===== config.mk =====
export PLATFORM = sky130hd
export DESIGN_NAME = bcd_counter_n
export DESIGN_NICKNAME = d
export VERILOG_FILES = /design/src/rtl/bcd_counter_n.sv
export SDC_FILE = /design/constraint.sdc
export NUM_CORES = 1
export LEC_CHECK = 0
export ABC_AREA = 1
export CAP_MARGIN = 20
export CORE_UTILIZATION = 52
export DETAILED_ROUTE_END_ITERATION = 8
export PLACE_DENSITY_LB_ADDON = 0.08
export SETUP_SLACK_MARGIN = 0.3
export SLEW_MARGIN = 20
export SYNTH_ARGS = -nofsm -noshare
export SYNTH_HDL_FRONTEND = slang
export SYNTH_SLANG_ARGS = --single-unit

===== constraint.sdc =====
create_clock -name clk -period 2.6 [get_ports clk]
set_input_delay 0.26 -clock clk [delete_from_list [all_inputs] [get_ports clk]]
set_output_delay 0.26 -clock clk [all_outputs]
set_load 0.05 [all_outputs]

===== src/rtl/bcd_counter_n.sv =====
`default_nettype none
// ============================================================================
// Module   : bcd_counter_n
// Brief    : N-digit packed-BCD up/down counter with clear, validated load,
//            wrap/saturate bounds and terminal-count / pulse flags.
// Revision : 1.0 - initial release
// ============================================================================
module bcd_counter_n #(
  parameter int DIGITS   = 3,
  parameter bit SATURATE = 1'b0
) (
  input  logic                  clk,
  input  logic                  rst_n,
  input  logic                  clr,
  input  logic                  load,
  input  logic [4*DIGITS-1:0]   load_val,
  input  logic                  en,
  input  logic                  up,
  output logic [4*DIGITS-1:0]   count,
  output logic                  overflow,
  output logic                  underflow,
  output logic                  tc,
  output logic                  load_err
);

  logic [4*DIGITS-1:0] r_count;
  logic                r_overflow;
  logic                r_underflow;
  logic                r_load_err;

  logic [4*DIGITS-1:0] w_inc;
  logic [4*DIGITS-1:0] w_dec;
  logic [4*DIGITS-1:0] w_load;
  logic [DIGITS:0]     w_cy;
  logic [DIGITS:0]     w_bw;
  logic [DIGITS-1:0]   w_bad;
  logic                w_all9;
  logic                w_all0;

  assign w_cy[0] = 1'b1;
  assign w_bw[0] = 1'b1;

  // Each decade is an independent 0..9 field; only carry/borrow ripples across.
  for (genvar i = 0; i < DIGITS; i++) begin : g_digit
    logic [3:0] w_d;
    logic [3:0] w_lv;
    assign w_d  = r_count[4*i +: 4];
    assign w_lv = load_val[4*i +: 4];

    assign w_cy[i+1] = w_cy[i] & (w_d == 4'd9);
    assign w_bw[i+1] = w_bw[i] & (w_d == 4'd0);

    assign w_inc[4*i +: 4] = !w_cy[i] ? w_d : ((w_d == 4'd9) ? 4'd0 : w_d + 4'd1);
    assign w_dec[4*i +: 4] = !w_bw[i] ? w_d : ((w_d == 4'd0) ? 4'd9 : w_d - 4'd1);

    assign w_bad[i]         = (w_lv > 4'd9);
    assign w_load[4*i +: 4] = w_bad[i] ? 4'd0 : w_lv;
  end

  assign w_all9 = w_cy[DIGITS];
  assign w_all0 = w_bw[DIGITS];

  always_ff @(posedge clk or negedge rst_n) begin
    if (!rst_n) begin
      r_count     <= '0;
      r_overflow  <= 1'b0;
      r_underflow <= 1'b0;
      r_load_err  <= 1'b0;
    end else begin
      r_overflow  <= 1'b0;
      r_underflow <= 1'b0;
      r_load_err  <= 1'b0;
      if (clr) begin
        r_count <= '0;
      end else if (load) begin
        r_count    <= w_load;
        r_load_err <= |w_bad;
      end else if (en) begin
        if (up) begin
          r_overflow <= w_all9;
          if (!(SATURATE && w_all9)) r_count <= w_inc;
        end else begin
          r_underflow <= w_all0;
          if (!(SATURATE && w_all0)) r_count <= w_dec;
        end
      end
    end
  end

  assign count     = r_count;
  assign overflow  = r_overflow;
  assign underflow = r_underflow;
  assign load_err  = r_load_err;
  assign tc        = up ? w_all9 : w_all0;

endmodule
`default_nettype wire


# Word-level counts from Yosys, hierarchy flattened
# Index checks and enable logic that the tools add are counted.
dict set report classes {
  n_addsub 6
  order_cmp 3
  eq_ne 5
  mux 28
  n_bitwise 4
  n_reduce_logical 9
}
# cell n
set op_table {}
lappend op_table {{2-to-1 mux 4 bit} 13}
lappend op_table {{2-to-1 mux 12 bit} 4}
lappend op_table {{adder 4 x 1 -> 4 bit (second input constant)} 3}
lappend op_table {{== test 4 bit (second input constant)} 3}
lappend op_table {{> comparator 4 bit (second input constant)} 3}
lappend op_table {{zero test 4 bit} 3}
lappend op_table {{subtractor 4 x 1 -> 4 bit (second input constant)} 3}
lappend op_table {{2-to-1 mux 1 bit} 11}
lappend op_table {{!= test 4 x 3 -> 1 bit (second input constant)} 2}
lappend op_table {{nonzero test 4 bit} 2}
lappend op_table {{AND reduction 3 bit} 2}
lappend op_table {{bitwise AND 1 bit} 4}
lappend op_table {{nonzero test 3 bit} 1}
lappend op_table {{OR reduction 3 bit} 1}
dict set report totals {
  ff_bits 15
  in_bits 18
  wordCells 61
}

# Longest topological paths before layout
dict set report depth {
  word_depth 7
  mapped_depth 10
  mapped_depth_nobuf 10
}

# Least setup slack after synthesis
# Ideal clock, no wire load.
dict set report synth_timing {
  path_kind {register to output}
  from {register r_count[1], in the netlist count[1]}
  to {output tc}
  arrival_ns 1.796
  required_ns 2.340
  path_slack_ns 0.544
  path_stages_with_launch 8
  path_buffers 0
  cell_sequence {dfrtp_1 -> inv_1 -> ha_1 -> nand3_2 -> nor2_1 -> nand2_1 -> or2_1 -> nand2_1}
}
dict set report synth_between {
  elab_chain_len 4
  elab_cells_between_ends 7
  cone_classes {eq/ne: 1; mux: 1; bitwise: 4; reduce/logical: 1}
}
# item line_no
set synth_rtl {}
lappend synth_rtl {{start, declared} 26} ;# logic [4*DIGITS-1:0] r_count;
lappend synth_rtl {{start signal, assigned} 76} ;# r_count <= w_load;
lappend synth_rtl {{start signal, assigned} 81} ;# if (!(SATURATE && w_all9)) r_count <= w_inc;
lappend synth_rtl {{start signal, assigned} 84} ;# if (!(SATURATE && w_all0)) r_count <= w_dec;
lappend synth_rtl {{== test 4 bit / zero test 4 bit (equally long branches)} {50, 51}}
lappend synth_rtl {{bitwise AND 1 bit (on tied branches) (2 in series)} {50, 51}}
lappend synth_rtl {{2-to-1 mux 1 bit *} 94} ;# assign tc = up ? w_all9 : w_all0;
lappend synth_rtl {{end, declared} 22} ;# output logic tc,
# Every way passes the cells marked *; elsewhere a longest branch is shown, timed or not.

# Worst setup path after layout
# Same ends and word-level chain as after synthesis.

==> impl_metrics.json <==
{
  "outcome": "finished, final reports clean",
  "drive_gt1_share_pct": 9.36,
  "peakVddDrop_mv": 0.526,
  "dp_hpwl_um": 2760,
  "slew_violations": 0,
  "die_w_um": 51.4,
  "holdWs_ns": 0.396,
  "area_delta_synth_final_pct": 30.9,
  "place_ws_ns": 0.806,
  "crit_path_max_fanout": 5,
  "drtAntennaViolNets": 0,
  "skew_ns": 0.00445,
  "detail_route.first_pass.iterations": 9,
  "synthesis.nets": 220,
  "vias": 1496,
  "cts_tree": "done",
  "cts.path.max_buffers": 2,
  "drt_wl_total_um": 3520,
  "wl_per_cell_um": 13.4,
  "initial_utilization_pct": 56.3,
  "grt_pass1_vias": 1342,
  "yosys_warnings": 0,
  "grt_pass1_wl_um": 5820,
  "cp-end-kind": "output pin",
  "crit_arrival_ns": 1.85,
  "synth-seq-cells": 15,
  "drc": 0,
  "critPathLaunchType": "flip-flop",
  "root_buffer": "clkbuf_4",
  "die_h_um": 51.4,
  "grt_overflow_total": 0,
  "hold_buffers": 0,
  "async_reset_ff_share_pct": 100,
  "cts_setup_buffers": 0,
  "cts.sinks": 15,
  "avgSynthCellArea_um2": 6.38,
  "hold_viol_final": 0,
  "cts_buffers": 3,
  "clk_latency_ns": 0.29,
  "layout_common_cells": "nand2_1, clkdlybuf4s50_1, nand3_1",
  "grt_max_degree": 16,
  "relSlewSlack_pct": 51.1,
  "htreeDepth": 1,
  "syn_inst": 199,
  "core_um2": 2250,
  "leakagePower_uw": 0.000811,
  "final_common_cell": "nand2_1",
  "ys_seq_area_share_pct": 29.6,
  "grt.met1_usage_pct": 35.4,
  "ys_types": 27,
  "rows": 17,
  "dieArea_um2": 2640,
  "synth_edf_count": 0,
  "met3_usage_pct": 4.17,
  "holdCritPathClass": "input port to async pin",
  "critPathKind": "flip-flop to output pin",
  "grt_antenna_before_repair": 0,
  "netlist_area_um2": 1270,
  "worst_pin_slew_ns": 0.732,
  "fin_tns_setup_ns": 0,
  "required_ns": 2.34,
  "ctsResizeCount": 0,
  "final_nets": 257,
  "rsz0062_at_grt": "false",
  "setup_violations": 0,
  "maxCapViolCount": 0,
  "clkSlewWorstSetupHoldPaths_ns": 0.10,
  "min_period_over_period_pct": 81.0,
  "fin_crit_ns": 2.11,
  "gp_congestion": 0.872,
  "io_buffer_count": 33,
  "routed_via_density": 5.69,
  "synth_ff_type": "dfrtp_1",
  "drtIter0Drc": 63,
  "io-pin-count": 34,
  "grt_busiest_layer": "met2",
  "diodes": 0,
  "timing.final.ws_setup_ns": 0.494,
  "gr-usage-all-layers_pct": 29.7,
  "fmax_mhz": 475,
  "use_met2_pct": 54.1,
  "powerDensity_nw_per_um2": 528
}
## logic make-up (layout without fill, tap and decap cells)
family          count (synthesis)  in the layout  synth area share (%)
simple gates                  127            127                  45.8
buf+inv                        27             63                  9.06
compound gates                 24             24                  10.5
flops                          15             15                  29.6
fa+ha+maj                       3              3                  2.96
xor+xnor                        3              3                  2.07
## worst max-delay path: stages, from the launching register on
cell and delay (ns):
dfrtp_1 0.43, inv_1 0.15, ha_1 0.18, nand3_2 0.12, nor2_1 0.12, nand2_1 0.08
or2_1 0.23, nand2_1 0.11, buf_12 0.14
## report_power, final
group / internal [uW] / switching (uW)
clock: 59.7 / 81.5
sequential: 258 / 44.9
combinational: 155 / 277
total: 474 / 404
## sequential cells by signal (all words and copies together) (netlist names)
| register | cells |
|---|---|
| overflow | 1 |
| underflow | 1 |
| load_err | 1 |
| count | 12 |
## through the flow
stage	area (um^2)	util (%)	total power, uW	std cells
floorplan	1270	-	592	199
global placement	1640	72.6	723	259
detailed placement	1640	72.6	736	259
CTS	1660	73.8	876	263
global route	1660	73.8	944	263
finish	1660	73.8	877	263
## path summary, 6_finish.rpt
| kind | from | endpoint | slack [ns] | depth (start not counted) |
|---|---|---|---|---|
| max in group asynchronous | rst_n | count[4] | 1.74 | 1 |
| min in group clk | load_val[0] | count[0] | 0.54 | 3 |
| worst min register to register | count[7] | count[7] | 0.61 | 2 |
| worst max-delay path | count[1] | tc | 0.49 | 8 |
| worst min-delay path | rst_n | count[2] | 0.40 | 1 |
| worst max register to register | count[0] | count[3] | 1.05 | 10 |
## final cells by class
cell class / instances / area [um^2]
sequential: 15 / 375
fill: 191 / 592
timing repair buffer: 34 / 348
tap: 28 / 35.0
clock buffer: 4 / 26.3
inverter: 25 / 98.8
multi-input combinational: 157 / 779
## layer usage
metal,up-vias,routed length [um]
met2,64,1780
met1,699,1440
li1,724,-
met3,9,234
met4,0,74
met5,-,0
## cell usage after synthesis, types with 2 or more instances
cell type  instances  area (um^2)
o21ai_1            2         10.0
xor2_1             2         17.5
o21ai_0           14         70.1
a21oi_1            3         15.0
nor2_4             2         22.5
dfrtp_1           15          375
nor2_2             2         12.5
nand3_1           31          155
nand2_2            2         12.5
nand4_1            5         31.3
nand3_2            3         30.0
inv_2              5         18.8
nor2_1            15         56.3
ha_1               3         37.5
inv_1             19         71.3
nand2_1           65          244
Power figures use the tool's default switching activity.
